==> src/rtl/lt24_stream_ctrl_if.sv <==
// rtl/lt24_stream_ctrl_if.sv - Avalon-MM register port bundle for the LT24 write engine
// master drives the bus (host side), slave is the controller.
interface lt24_stream_ctrl_if;
  logic [1:0]  avs_address;
  logic        avs_write;
  logic [31:0] avs_writedata;
  logic        avs_read;
  logic [31:0] avs_readdata;
  logic        avs_waitrequest;

  modport master (
    output avs_address, avs_write, avs_writedata, avs_read,
    input  avs_readdata, avs_waitrequest
  );

  modport slave (
    input  avs_address, avs_write, avs_writedata, avs_read,
    output avs_readdata, avs_waitrequest
  );
endinterface

==> src/rtl/lt24_stream_ctrl.sv <==
// rtl/lt24_stream_ctrl.sv - 8080-style LT24 write engine with command FIFO and pixel fill repeat
// FIFO entries carry {rs, repeat count, data}; the strobe FSM replays one entry count times.
module lt24_stream_ctrl #(
  parameter int DATA_W      = 16,
  parameter int FIFO_DEPTH  = 16,
  parameter int CNT_W       = 17,
  parameter int WR_LOW_CYC  = 2,
  parameter int WR_HIGH_CYC = 2
) (
  input  logic              clk,
  input  logic              reset_n,
  lt24_stream_ctrl_if.slave avs,
  output logic              lt24_cs_n,
  output logic              lt24_rs,
  output logic              lt24_wr_n,
  output logic              lt24_rd_n,
  output logic [DATA_W-1:0] lt24_data
);

  localparam int AW      = $clog2(FIFO_DEPTH);
  localparam int EW      = 1 + CNT_W + DATA_W;
  localparam int CYC_MAX = (WR_LOW_CYC > WR_HIGH_CYC) ? WR_LOW_CYC : WR_HIGH_CYC;
  localparam int CYC_W   = (CYC_MAX > 1) ? $clog2(CYC_MAX) : 1;
  localparam logic [CYC_W-1:0] LO_LAST = CYC_W'(WR_LOW_CYC - 1);
  localparam logic [CYC_W-1:0] HI_LAST = CYC_W'(WR_HIGH_CYC - 1);
  localparam logic [AW:0]      LVL_FULL = (AW + 1)'(FIFO_DEPTH);

  typedef enum logic [1:0] {S_IDLE, S_SETUP, S_WR_LO, S_WR_HI} state_t;

  state_t             state_q, state_d;
  logic [CYC_W-1:0]   cyc_q, cyc_d;
  logic [CNT_W-1:0]   rem_q, rem_d;
  logic               cur_rs_q, cur_rs_d;
  logic [DATA_W-1:0]  cur_data_q, cur_data_d;
  logic [CNT_W-1:0]   cnt_reg_q, cnt_reg_d;
  logic [AW-1:0]      wr_ptr_q, wr_ptr_d, rd_ptr_q, rd_ptr_d;
  logic [AW:0]        level_q, level_d;
  logic [31:0]        readdata_q, readdata_d;
  logic               cs_n_q, cs_n_d, wr_n_q, wr_n_d, rs_q, rs_d;
  logic [DATA_W-1:0]  data_q, data_d;

  logic [EW-1:0]      fifo_mem [FIFO_DEPTH];
  logic [EW-1:0]      head, push_entry;
  logic               head_rs;
  logic [CNT_W-1:0]   head_cnt, fill_cnt;
  logic [DATA_W-1:0]  head_data;
  logic               fifo_full, fifo_empty, push_addr, push, pop;
  logic [31:0]        status;
  logic               unused_wd;

  assign unused_wd  = ^avs.avs_writedata;
  assign fifo_full  = (level_q == LVL_FULL);
  assign fifo_empty = (level_q == '0);
  assign push_addr  = (avs.avs_address != 2'd2);

  // A pop in the same cycle frees the slot, so a write against a full FIFO lands immediately.
  assign push = avs.avs_write & push_addr & (~fifo_full | pop);
  assign avs.avs_waitrequest = avs.avs_write & push_addr & fifo_full & ~pop;

  assign fill_cnt   = (cnt_reg_q == '0) ? CNT_W'(1) : cnt_reg_q;
  assign push_entry = {avs.avs_address != 2'd0,
                       (avs.avs_address == 2'd3) ? fill_cnt : CNT_W'(1),
                       avs.avs_writedata[DATA_W-1:0]};

  assign head      = fifo_mem[rd_ptr_q];
  assign head_rs   = head[EW-1];
  assign head_cnt  = head[DATA_W +: CNT_W];
  assign head_data = head[DATA_W-1:0];

  always_comb begin
    state_d    = state_q;
    cyc_d      = cyc_q;
    rem_d      = rem_q;
    cur_rs_d   = cur_rs_q;
    cur_data_d = cur_data_q;
    pop        = 1'b0;
    case (state_q)
      S_IDLE: begin
        if (!fifo_empty) begin
          pop        = 1'b1;
          cur_rs_d   = head_rs;
          cur_data_d = head_data;
          rem_d      = head_cnt - CNT_W'(1);
          state_d    = S_SETUP;
        end
      end
      S_SETUP: begin
        cyc_d   = '0;
        state_d = S_WR_LO;
      end
      S_WR_LO: begin
        if (cyc_q == LO_LAST) begin
          cyc_d   = '0;
          state_d = S_WR_HI;
        end else begin
          cyc_d = cyc_q + CYC_W'(1);
        end
      end
      S_WR_HI: begin
        if (cyc_q == HI_LAST) begin
          cyc_d = '0;
          if (rem_q != '0) begin
            rem_d   = rem_q - CNT_W'(1);
            state_d = S_WR_LO;
          end else if (!fifo_empty) begin
            pop        = 1'b1;
            cur_rs_d   = head_rs;
            cur_data_d = head_data;
            rem_d      = head_cnt - CNT_W'(1);
            state_d    = S_SETUP;
          end else begin
            state_d = S_IDLE;
          end
        end else begin
          cyc_d = cyc_q + CYC_W'(1);
        end
      end
      default: state_d = S_IDLE;
    endcase
  end

  always_comb begin
    wr_ptr_d  = push ? wr_ptr_q + AW'(1) : wr_ptr_q;
    rd_ptr_d  = pop  ? rd_ptr_q + AW'(1) : rd_ptr_q;
    level_d   = level_q;
    if (push && !pop) level_d = level_q + (AW + 1)'(1);
    if (!push && pop) level_d = level_q - (AW + 1)'(1);
    cnt_reg_d = (avs.avs_write && avs.avs_address == 2'd2) ? avs.avs_writedata[CNT_W-1:0]
                                                           : cnt_reg_q;
    status         = '0;
    status[31]     = (state_q != S_IDLE) | ~fifo_empty;
    status[30]     = fifo_full;
    status[AW:0]   = level_q;
    readdata_d     = avs.avs_read ? status : readdata_q;
  end

  // Pins are registered from the current state, so rs/data only move on the cycle SETUP is shown.
  always_comb begin
    cs_n_d = (state_q == S_IDLE);
    wr_n_d = (state_q != S_WR_LO);
    rs_d   = (state_q == S_SETUP) ? cur_rs_q   : rs_q;
    data_d = (state_q == S_SETUP) ? cur_data_q : data_q;
  end

  always_ff @(posedge clk) begin
    if (push) fifo_mem[wr_ptr_q] <= push_entry;
  end

  always_ff @(posedge clk or negedge reset_n) begin
    if (!reset_n) begin
      state_q    <= S_IDLE;
      cyc_q      <= '0;
      rem_q      <= '0;
      cur_rs_q   <= 1'b0;
      cur_data_q <= '0;
      cnt_reg_q  <= '0;
      wr_ptr_q   <= '0;
      rd_ptr_q   <= '0;
      level_q    <= '0;
      readdata_q <= '0;
      cs_n_q     <= 1'b1;
      wr_n_q     <= 1'b1;
      rs_q       <= 1'b0;
      data_q     <= '0;
    end else begin
      state_q    <= state_d;
      cyc_q      <= cyc_d;
      rem_q      <= rem_d;
      cur_rs_q   <= cur_rs_d;
      cur_data_q <= cur_data_d;
      cnt_reg_q  <= cnt_reg_d;
      wr_ptr_q   <= wr_ptr_d;
      rd_ptr_q   <= rd_ptr_d;
      level_q    <= level_d;
      readdata_q <= readdata_d;
      cs_n_q     <= cs_n_d;
      wr_n_q     <= wr_n_d;
      rs_q       <= rs_d;
      data_q     <= data_d;
    end
  end

  assign avs.avs_readdata = readdata_q;
  assign lt24_cs_n        = cs_n_q;
  assign lt24_wr_n        = wr_n_q;
  assign lt24_rs          = rs_q;
  assign lt24_data        = data_q;
  assign lt24_rd_n        = 1'b1;

endmodule

==> src/flat_wrapper.sv <==
// flat-port wrapper written by rule: the top's interface ports become plain ports
module lt24_stream_ctrl_flat 
#(
  parameter int DATA_W      = 16,
  parameter int FIFO_DEPTH  = 16,
  parameter int CNT_W       = 17,
  parameter int WR_LOW_CYC  = 2,
  parameter int WR_HIGH_CYC = 2
)
  (clk, reset_n, lt24_cs_n, lt24_rs, lt24_wr_n, lt24_rd_n, lt24_data, avs_avs_address, avs_avs_write, avs_avs_writedata, avs_avs_read, avs_avs_readdata, avs_avs_waitrequest);
  lt24_stream_ctrl_if avs_i ();
  input  logic clk;
  input  logic reset_n;
  output logic lt24_cs_n;
  output logic lt24_rs;
  output logic lt24_wr_n;
  output logic lt24_rd_n;
  output logic [DATA_W-1:0] lt24_data;
  input wire logic [$bits(avs_i.avs_address)-1:0] avs_avs_address;
  input wire logic [$bits(avs_i.avs_write)-1:0] avs_avs_write;
  input wire logic [$bits(avs_i.avs_writedata)-1:0] avs_avs_writedata;
  input wire logic [$bits(avs_i.avs_read)-1:0] avs_avs_read;
  output wire logic [$bits(avs_i.avs_readdata)-1:0] avs_avs_readdata;
  output wire logic [$bits(avs_i.avs_waitrequest)-1:0] avs_avs_waitrequest;
  assign avs_i.avs_address = avs_avs_address;
  assign avs_i.avs_write = avs_avs_write;
  assign avs_i.avs_writedata = avs_avs_writedata;
  assign avs_i.avs_read = avs_avs_read;
  assign avs_avs_readdata = avs_i.avs_readdata;
  assign avs_avs_waitrequest = avs_i.avs_waitrequest;
  lt24_stream_ctrl #(.DATA_W(DATA_W), .FIFO_DEPTH(FIFO_DEPTH), .CNT_W(CNT_W), .WR_LOW_CYC(WR_LOW_CYC), .WR_HIGH_CYC(WR_HIGH_CYC)) u_core (.clk(clk), .reset_n(reset_n), .avs(avs_i), .lt24_cs_n(lt24_cs_n), .lt24_rs(lt24_rs), .lt24_wr_n(lt24_wr_n), .lt24_rd_n(lt24_rd_n), .lt24_data(lt24_data));
endmodule
==> config.mk <==
export PLATFORM = sky130hd
export DESIGN_NAME = lt24_stream_ctrl_flat
export DESIGN_NICKNAME = d
export VERILOG_FILES = /design/src/rtl/lt24_stream_ctrl_if.sv /design/src/rtl/lt24_stream_ctrl.sv /design/src/flat_wrapper.sv
export SDC_FILE = /design/constraint.sdc
export NUM_CORES = 1
export LEC_CHECK = 0
export CORE_MARGIN = 4
export CORE_UTILIZATION = 60
export CTS_CLUSTER_SIZE = 24
export DETAILED_ROUTE_END_ITERATION = 7
export GPL_ROUTABILITY_DRIVEN = 0
export HOLD_SLACK_MARGIN = 0.03
export PLACE_DENSITY = 0.9
export REMOVE_ABC_BUFFERS = 1
export SETUP_SLACK_MARGIN = 0.02
export SKIP_LAST_GASP = 1
export SLEW_MARGIN = 25
export SYNTH_ARGS = -nofsm -noshare
export SYNTH_HDL_FRONTEND = slang
export SYNTH_SLANG_ARGS = --single-unit
==> constraint.sdc <==
create_clock -name clk -period 10.25 [get_ports clk]
set_input_delay 2.05 -clock clk [delete_from_list [all_inputs] [get_ports clk]]
set_output_delay 2.05 -clock clk [all_outputs]
set_load 0.03 [all_outputs]
# After elaboration in Yosys (flattened, before gate mapping)
# Memories as Yosys holds them, arrays and structs flattened.
# Cells that the tools add are included.
[totals]
out_inout_bits = 53
elab_cells = 91
mem_bits_rw = 544
memories = 1
inputBits = 38
ff_bits = 93
[classes]
eq_ne = 12
reduce_logical = 18
n_mux = 30
addsub = 7
bitwise = 9
[mem_list]
columns = ["memory", "depth", "width", "read_ports", "rd_clocked_by_memory_dff", "write_ports", "line_no", "rtl"]
rows = [
  ["u_core.fifo_mem", 16, 34, 1, 0, 1, "lt24_stream_ctrl.sv:42", "logic [EW-1:0] fifo_mem [FIFO_DEPTH];"],
]
[ops]
columns = ["operator", "n"]
rows = [
  ["two-way mux 17 bit", 5],
  ["two-way mux 16 bit", 3],
  ["case mux 17 bit (2 select lines)", 1],
  ["subtractor 17 x 1 -> 17 bit, second input constant", 2],
  ["case mux 16 bit (2 select lines)", 1],
  ["zero test 17 bit", 1],
  ["nonzero test 17 bit", 1],
  ["two-way mux 1 bit", 10],
  ["two-way mux 5 bit", 2],
  ["nonzero test 2 bit", 5],
  ["adder 4 x 1 -> 4 bit, second input constant", 2],
  ["== test 2 bit, second input constant", 4],
  ["two-way mux 2 bit", 4],
  ["!= test 2 bit, second input constant", 4],
  ["case mux 2 bit (4 select lines)", 1],
  ["case mux 1 bit (2 select lines)", 3],
  ["AND reduction 3 bit", 2],
  ["adder 5 x 1 -> 5 bit, second input constant", 1],
  ["== test 5 bit, second input constant", 1],
  ["zero test 5 bit", 1],
  ["subtractor 5 x 1 -> 5 bit, second input constant", 1],
  ["AND 1 bit", 4],
  ["!= test 2 x 1 -> 1 bit, second input constant", 2],
  ["logical AND 1 bit", 3],
  ["other kinds (8)", 12],
]

# Depth between registers and ports, before layout
[depth]
depth_word = 10
ltp_mapped = 14
depth_no_buf = 13

# Worst setup path before layout
# Ideal clock, no wire load.
[synth_timing]
path_type = "input to register"
start = "in avs_avs_address[1]"
end = "mem u_core.fifo_mem[4][0] (netlist name) (enable)"
setup_slack_ns = 4.556
n_path_buf = 0
arrival_ns = 5.219
cell_stages = 5
cell_sequence = "inv_1 o21ai_0 a31oi_4 nand2_1 nor3b_1"
[synth_via]
elab_chain_len = 5
[synth_lines]
columns = ["item", "line_no", "rtl"]
rows = [
  ["from (decl)", "flat_wrapper.sv:19", "input wire logic [$bits(avs_i.avs_address)-1:0] avs_avs_address;"],
  ["!= test 2 bit", "lt24_stream_ctrl.sv:54", "assign push_addr = (avs.avs_address != 2'd2);"],
  ["AND 1 bit (2 in a row)", "lt24_stream_ctrl.sv:57", "assign push = avs.avs_write & push_addr & (~fifo_full | pop);"],
  ["two-way mux 1 bit", "lt24_stream_ctrl.sv:146", "if (push) fifo_mem[wr_ptr_q] <= push_entry;"],
  ["two-way mux 1 bit (not written as such)", "lt24_stream_ctrl.sv:146", ""],
  ["to (decl)", "lt24_stream_ctrl.sv:42", ""],
]
# No other way between the ends.

# Worst setup path in the final report
[layout_timing]
start = "in avs_avs_address[1]"
end = "out avs_avs_waitrequest"
[layout_via]
elab_chain_len = 4
[layout_lines]
columns = ["item", "line_no", "rtl"]
rows = [
  ["!= test 2 bit", "lt24_stream_ctrl.sv:54", ""],
  ["AND 1 bit (3 in a row)", "lt24_stream_ctrl.sv:58", "assign avs.avs_waitrequest = avs.avs_write & push_addr & fifo_full & ~pop;"],
  ["to (decl)", "flat_wrapper.sv:24", "output wire logic [$bits(avs_i.avs_waitrequest)-1:0] avs_avs_waitrequest;"],
]
# No other way between the ends.

==> reports/results.env <==
WORST_SKEW_PAIR.LATE_LATENCY_NS=0.63
DIE_AREA_SQ_UM=46500
CLK_PATH_BUF_DEPTH=3
DETAIL_ROUTE.DRC_VIOLATIONS=0
OUTCOME='completed'
WORSTPATHREQUIRED_NS=8.20
CRITICAL_PATH_PEAK_FANOUT=11
YS_SEQ_AREA_SHARE_PCT=72.2
DRT_FIRST_ITER_VIOLATIONS=2255
REG2REGPATHDEPTH=9
CHIPHEIGHT_UM=216
POST-PLACE-CELLS=1943
HOLD-WORST-SLACK_NS=0.487
SYN_AVG_CELL_AREA_SQ_UM=18.4
DRTPASS1ITERATIONS=8
REPORT.FINAL.SETUP_VIOL=0
ROUTED_WIRE_LENGTH_PER_INSTANCE_UM=30.6
SYNTH.CELLS.MOST_FREQUENT='sky130_fd_sc_hd__edfxtp_1 (544), sky130_fd_sc_hd__mux4_2 (93), sky130_fd_sc_hd__dfrtp_1 (91)'
WIRE_LENGTH_OF_THE_FIRST_GLOBAL_ROUTING_PASS_UM=93100
POST_SYNTH_NUM_CELL_TYPES=75
TIMING_WORST_SETUP_PATH_TYPE='in -> out'
DATA_ARRIVAL_TIME_OF_THE_CRITICAL_PATH_NS=4.36
MIN-DELAY-PATH-CLASS='reg -> reg'
SYNTH.MOST_COMMON_CELL='sky130_fd_sc_hd__edfxtp_1'
RSZ0062_AT_GRT='false'
DETAIL_ROUTE.VIAS_PER_CELL=7.05
TIGHTEST_SLEW_NS=1.08
POWER_DENSITY_nW_PER_UM2=287
CLOCK_SINK_COUNT=637
POST_CTS_HOLD_BUFFER_COUNT=0
FRACTION_OF_LAYOUT_INSTANCES_USING_A_DRIVE_STRENGTH_ABOVE_1_PCT=19.2
CRIT_PATH_CAPTURE_TYPE='primary output'
GRT_ANTENNA_BEFORE_REPAIR=2
MAX_CAP_VIOLATIONS=0
GRT_START_MAX_NET_PINS=65
SETUP_TOTAL_NEGATIVE_SLACK_NS=0
DPL_CELL_AREA_SQ_UM=26700
SYN-CELL-AREA_SQ_UM=25800
INITIAL_CORE_UTILIZATION_PCT=61.2
FINAL_NET_COUNT=1517
NETLIST.TOP_CELL.BY_AREA='sky130_fd_sc_hd__edfxtp_1'
NUM_VIAS=14500
DP_HPWL_UM=32000
POST_CTS_RESIZED=0
DIEWIDTH_UM=216
TRITONCTS.NUM_BUFFERS=57
TOP_LEVEL_PORTS=91
MAXSLEWHEADROOM_PCT=27.7
FIRST_GLOBAL_VIAS=14600
ROW_COUNT=75
CTS.HTREE.LEVELS=2
SYNTH_EDF_COUNT=544
FINALWIRELENGTH_UM=62900
SYNTHARSTFLOPSHARE_PCT=14.6
SYNTHESIS.YOSYS.WARNINGS=0
LEAKAGE_POWER_uW=0.00992
TIMING.CRITICAL_PATH.FROM_TYPE='input port'
SYNTH_SEQ_CELLS=637
PLACE.PORT_BUFFERS=49
MIN_DELAY_PATH_DEPTH=2
GLOBALROUTE.TOTALOVERFLOW=0
MAX_FREQ_MHz=156
PERIOD_MINUS_SLACK_NS=6.41
POST-ROUTE-PERIOD-UTIL_PCT=62.6
TOTAL_POWER_uW=8220
NUM_ANTENNA_CELLS=0
SYNTH_CELLS=1406
CORE-AREA_SQ_UM=42200
NUMBER_OF_NON_FILLER_INSTANCES_IN_THE_COMPLETED_LAYOUT=2053
WORST_CLOCK_SKEW_NS=0.0350
DRTANTENNAVIOLNETS=0
GRT_UTIL_ALL_LAYERS_PCT=26.7
SYNTH_TOP_FLOP_CELL='sky130_fd_sc_hd__edfxtp_1'
CTS_SETUP_BUFFERS=0
IR_WORST_VDD_mV=0.217
FINALHOLDVIOLCOUNT=0
AREA_DELTA_SYNTH_FINAL_PCT=11.0
CTS_TREE='built'
CTS_ROOT_BUFFER='sky130_fd_sc_hd__clkbuf_16'
YOSYS-TOP-CELLS-AREA='sky130_fd_sc_hd__edfxtp_1 (63%), sky130_fd_sc_hd__dfrtp_1 (8.8%), sky130_fd_sc_hd__mux4_2 (8.1%), sky130_fd_sc_hd__mux2i_1 (3.2%), sky130_fd_sc_hd__mux2_2 (1.7%)'
SLEW_VIOLATIONS=0
POST_ROUTE_CELL_AREA_SQ_UM=28700
YOSYS_TOP_CELL_AREA_SHARE_PCT=63.2
CTS.CLK_SLEW.WORST_PATHS_NS=0.06
FILLERINSTANCES=2423
## worst max-delay path, stage by stage
cell	delay [ns]
sky130_fd_sc_hd__clkdlybuf4s50_1	0.75
sky130_fd_sc_hd__inv_1	0.15
sky130_fd_sc_hd__o21ai_1	0.62
sky130_fd_sc_hd__nor2_1	0.15
sky130_fd_sc_hd__clkdlybuf4s50_1	0.63
## sequential cells by signal, summed over array words and instances, names as in the netlist, 2 cells and up
signal / flops
u_core.avs.avs_readdata: 7
u_core.lt24_data: 16
u_core.fifo_mem: 544
u_core.state_q: 2
u_core.cur_data_q: 16
u_core.wr_ptr_q: 4
u_core.rd_ptr_q: 4
u_core.cnt_reg_q: 17
u_core.rem_q: 17
u_core.level_q: 5
## area by class of cell
cell class / instances / area [sq um] / area share (%)
Timing Repair Buffer: 75 / 723 / 2.52
Inverter: 18 / 67.6 / 0.236
Multi-Input combinational cell: 676 / 6650 / 23.2
Tap cell: 539 / 674 / 2.35
Clock inverter: 31 / 337 / 1.17
Sequential cell: 637 / 18700 / 65.1
Clock buffer: 77 / 1560 / 5.44
## cells by family (layout without fill, tap and decap cells)
family	count (synthesis)	in the layout	synth area share (%)
multiplexers	224	224	13.8
adder cells (fa/ha/maj)	14	14	0.678
AND/OR/NAND/NOR	202	202	4.61
other	2	26	0.0291
flip-flops	637	637	72.2
buffers and inverters	117	201	2.59
XOR/XNOR	17	17	0.576
AO/OA/AOI/OAI	193	193	5.45
## metal layers
layer  share of wire [%]  vias to the layer above  GRT usage (%)  wire [um]
li1                    -                     5769              -          -
met3                  11                      199           5.82       7090
met1                  35                     7315           34.7      21800
met2                  50                     1187           44.6      31600
met5               0.038                        -              0         24
met4                 3.8                        4           10.7       2410
## path summary, 6_finish.rpt
kind | startpoint | end | slack (ns)
setup / recovery | avs_avs_address[1] | avs_avs_waitrequest | 3.84
hold / removal | u_core.cur_data_q[7]$_DFFE_PN0P_ | u_core.cur_data_q[7]$_DFFE_PN0P_ | 0.49
min in group asynchronous | reset_n | u_core.level_q[2]$_DFFE_PN0P_ | 1.36
max in group asynchronous | reset_n | u_core.cur_data_q[9]$_DFFE_PN0P_ | 7.87
hold reg to reg | u_core.cur_data_q[7]$_DFFE_PN0P_ | u_core.cur_data_q[7]$_DFFE_PN0P_ | 0.49
setup reg to reg | u_core.rd_ptr_q[2]$_DFFE_PN0P_ | u_core.rem_q[15]$_DFFE_PN0P_ | 5.32
## per-stage QoR
stage	utilization (%)	setup WS (ns)
final	67.9	3.84
after global routing	67.9	3.79
after CTS	67.8	3.68
after detailed placement	63.3	3.76
after global placement	63.3	3.87
after floorplan	-	1.89
## report_power, final
| part | internal, uW | total (uW) | switching, uW |
|---|---|---|---|
| logic | 1070 | 2600 | 1530 |
| registers | 3160 | 3460 | 305 |
| clock network | 1200 | 2160 | 957 |
| total | 5430 | 8220 | 2790 |
## layout by cell type (no fill, tap or decap), types with 11 or more instances in the layout
master / Yosys / final
sky130_fd_sc_hd__a21oi_1: 23 / 23
sky130_fd_sc_hd__and2_1: 25 / 13
sky130_fd_sc_hd__nand3_1: 16 / 15
sky130_fd_sc_hd__dfrtp_1: 91 / 88
sky130_fd_sc_hd__mux2i_1: 82 / 82
sky130_fd_sc_hd__and3_1: 11 / 11
sky130_fd_sc_hd__nor3_1: 12 / 12
sky130_fd_sc_hd__buf_4: 32 / 25
sky130_fd_sc_hd__edfxtp_1: 544 / 544
sky130_fd_sc_hd__nand2_1: 51 / 51
sky130_fd_sc_hd__inv_1: 18 / 18
sky130_fd_sc_hd__a21o_1: 20 / 20
sky130_fd_sc_hd__conb_1: 2 / 26
sky130_fd_sc_hd__nor4_1: 11 / 11
sky130_fd_sc_hd__clkbuf_1: 34 / 14
sky130_fd_sc_hd__clkinv_2: 0 / 11
sky130_fd_sc_hd__ha_1: 14 / 14
sky130_fd_sc_hd__mux2_2: 40 / 40
sky130_fd_sc_hd__o21ai_0: 27 / 26
sky130_fd_sc_hd__xnor2_1: 13 / 13
sky130_fd_sc_hd__nor2_1: 27 / 27
sky130_fd_sc_hd__o22ai_1: 11 / 11
sky130_fd_sc_hd__clkdlybuf4s50_1: 0 / 48
sky130_fd_sc_hd__o21ai_1: 15 / 16
sky130_fd_sc_hd__a22oi_1: 13 / 13
sky130_fd_sc_hd__a221oi_1: 40 / 40
sky130_fd_sc_hd__clkbuf_16: 0 / 57
sky130_fd_sc_hd__mux4_2: 93 / 93
sky130_fd_sc_hd__a222oi_1: 15 / 15
(Power assumes the default switching activity.)
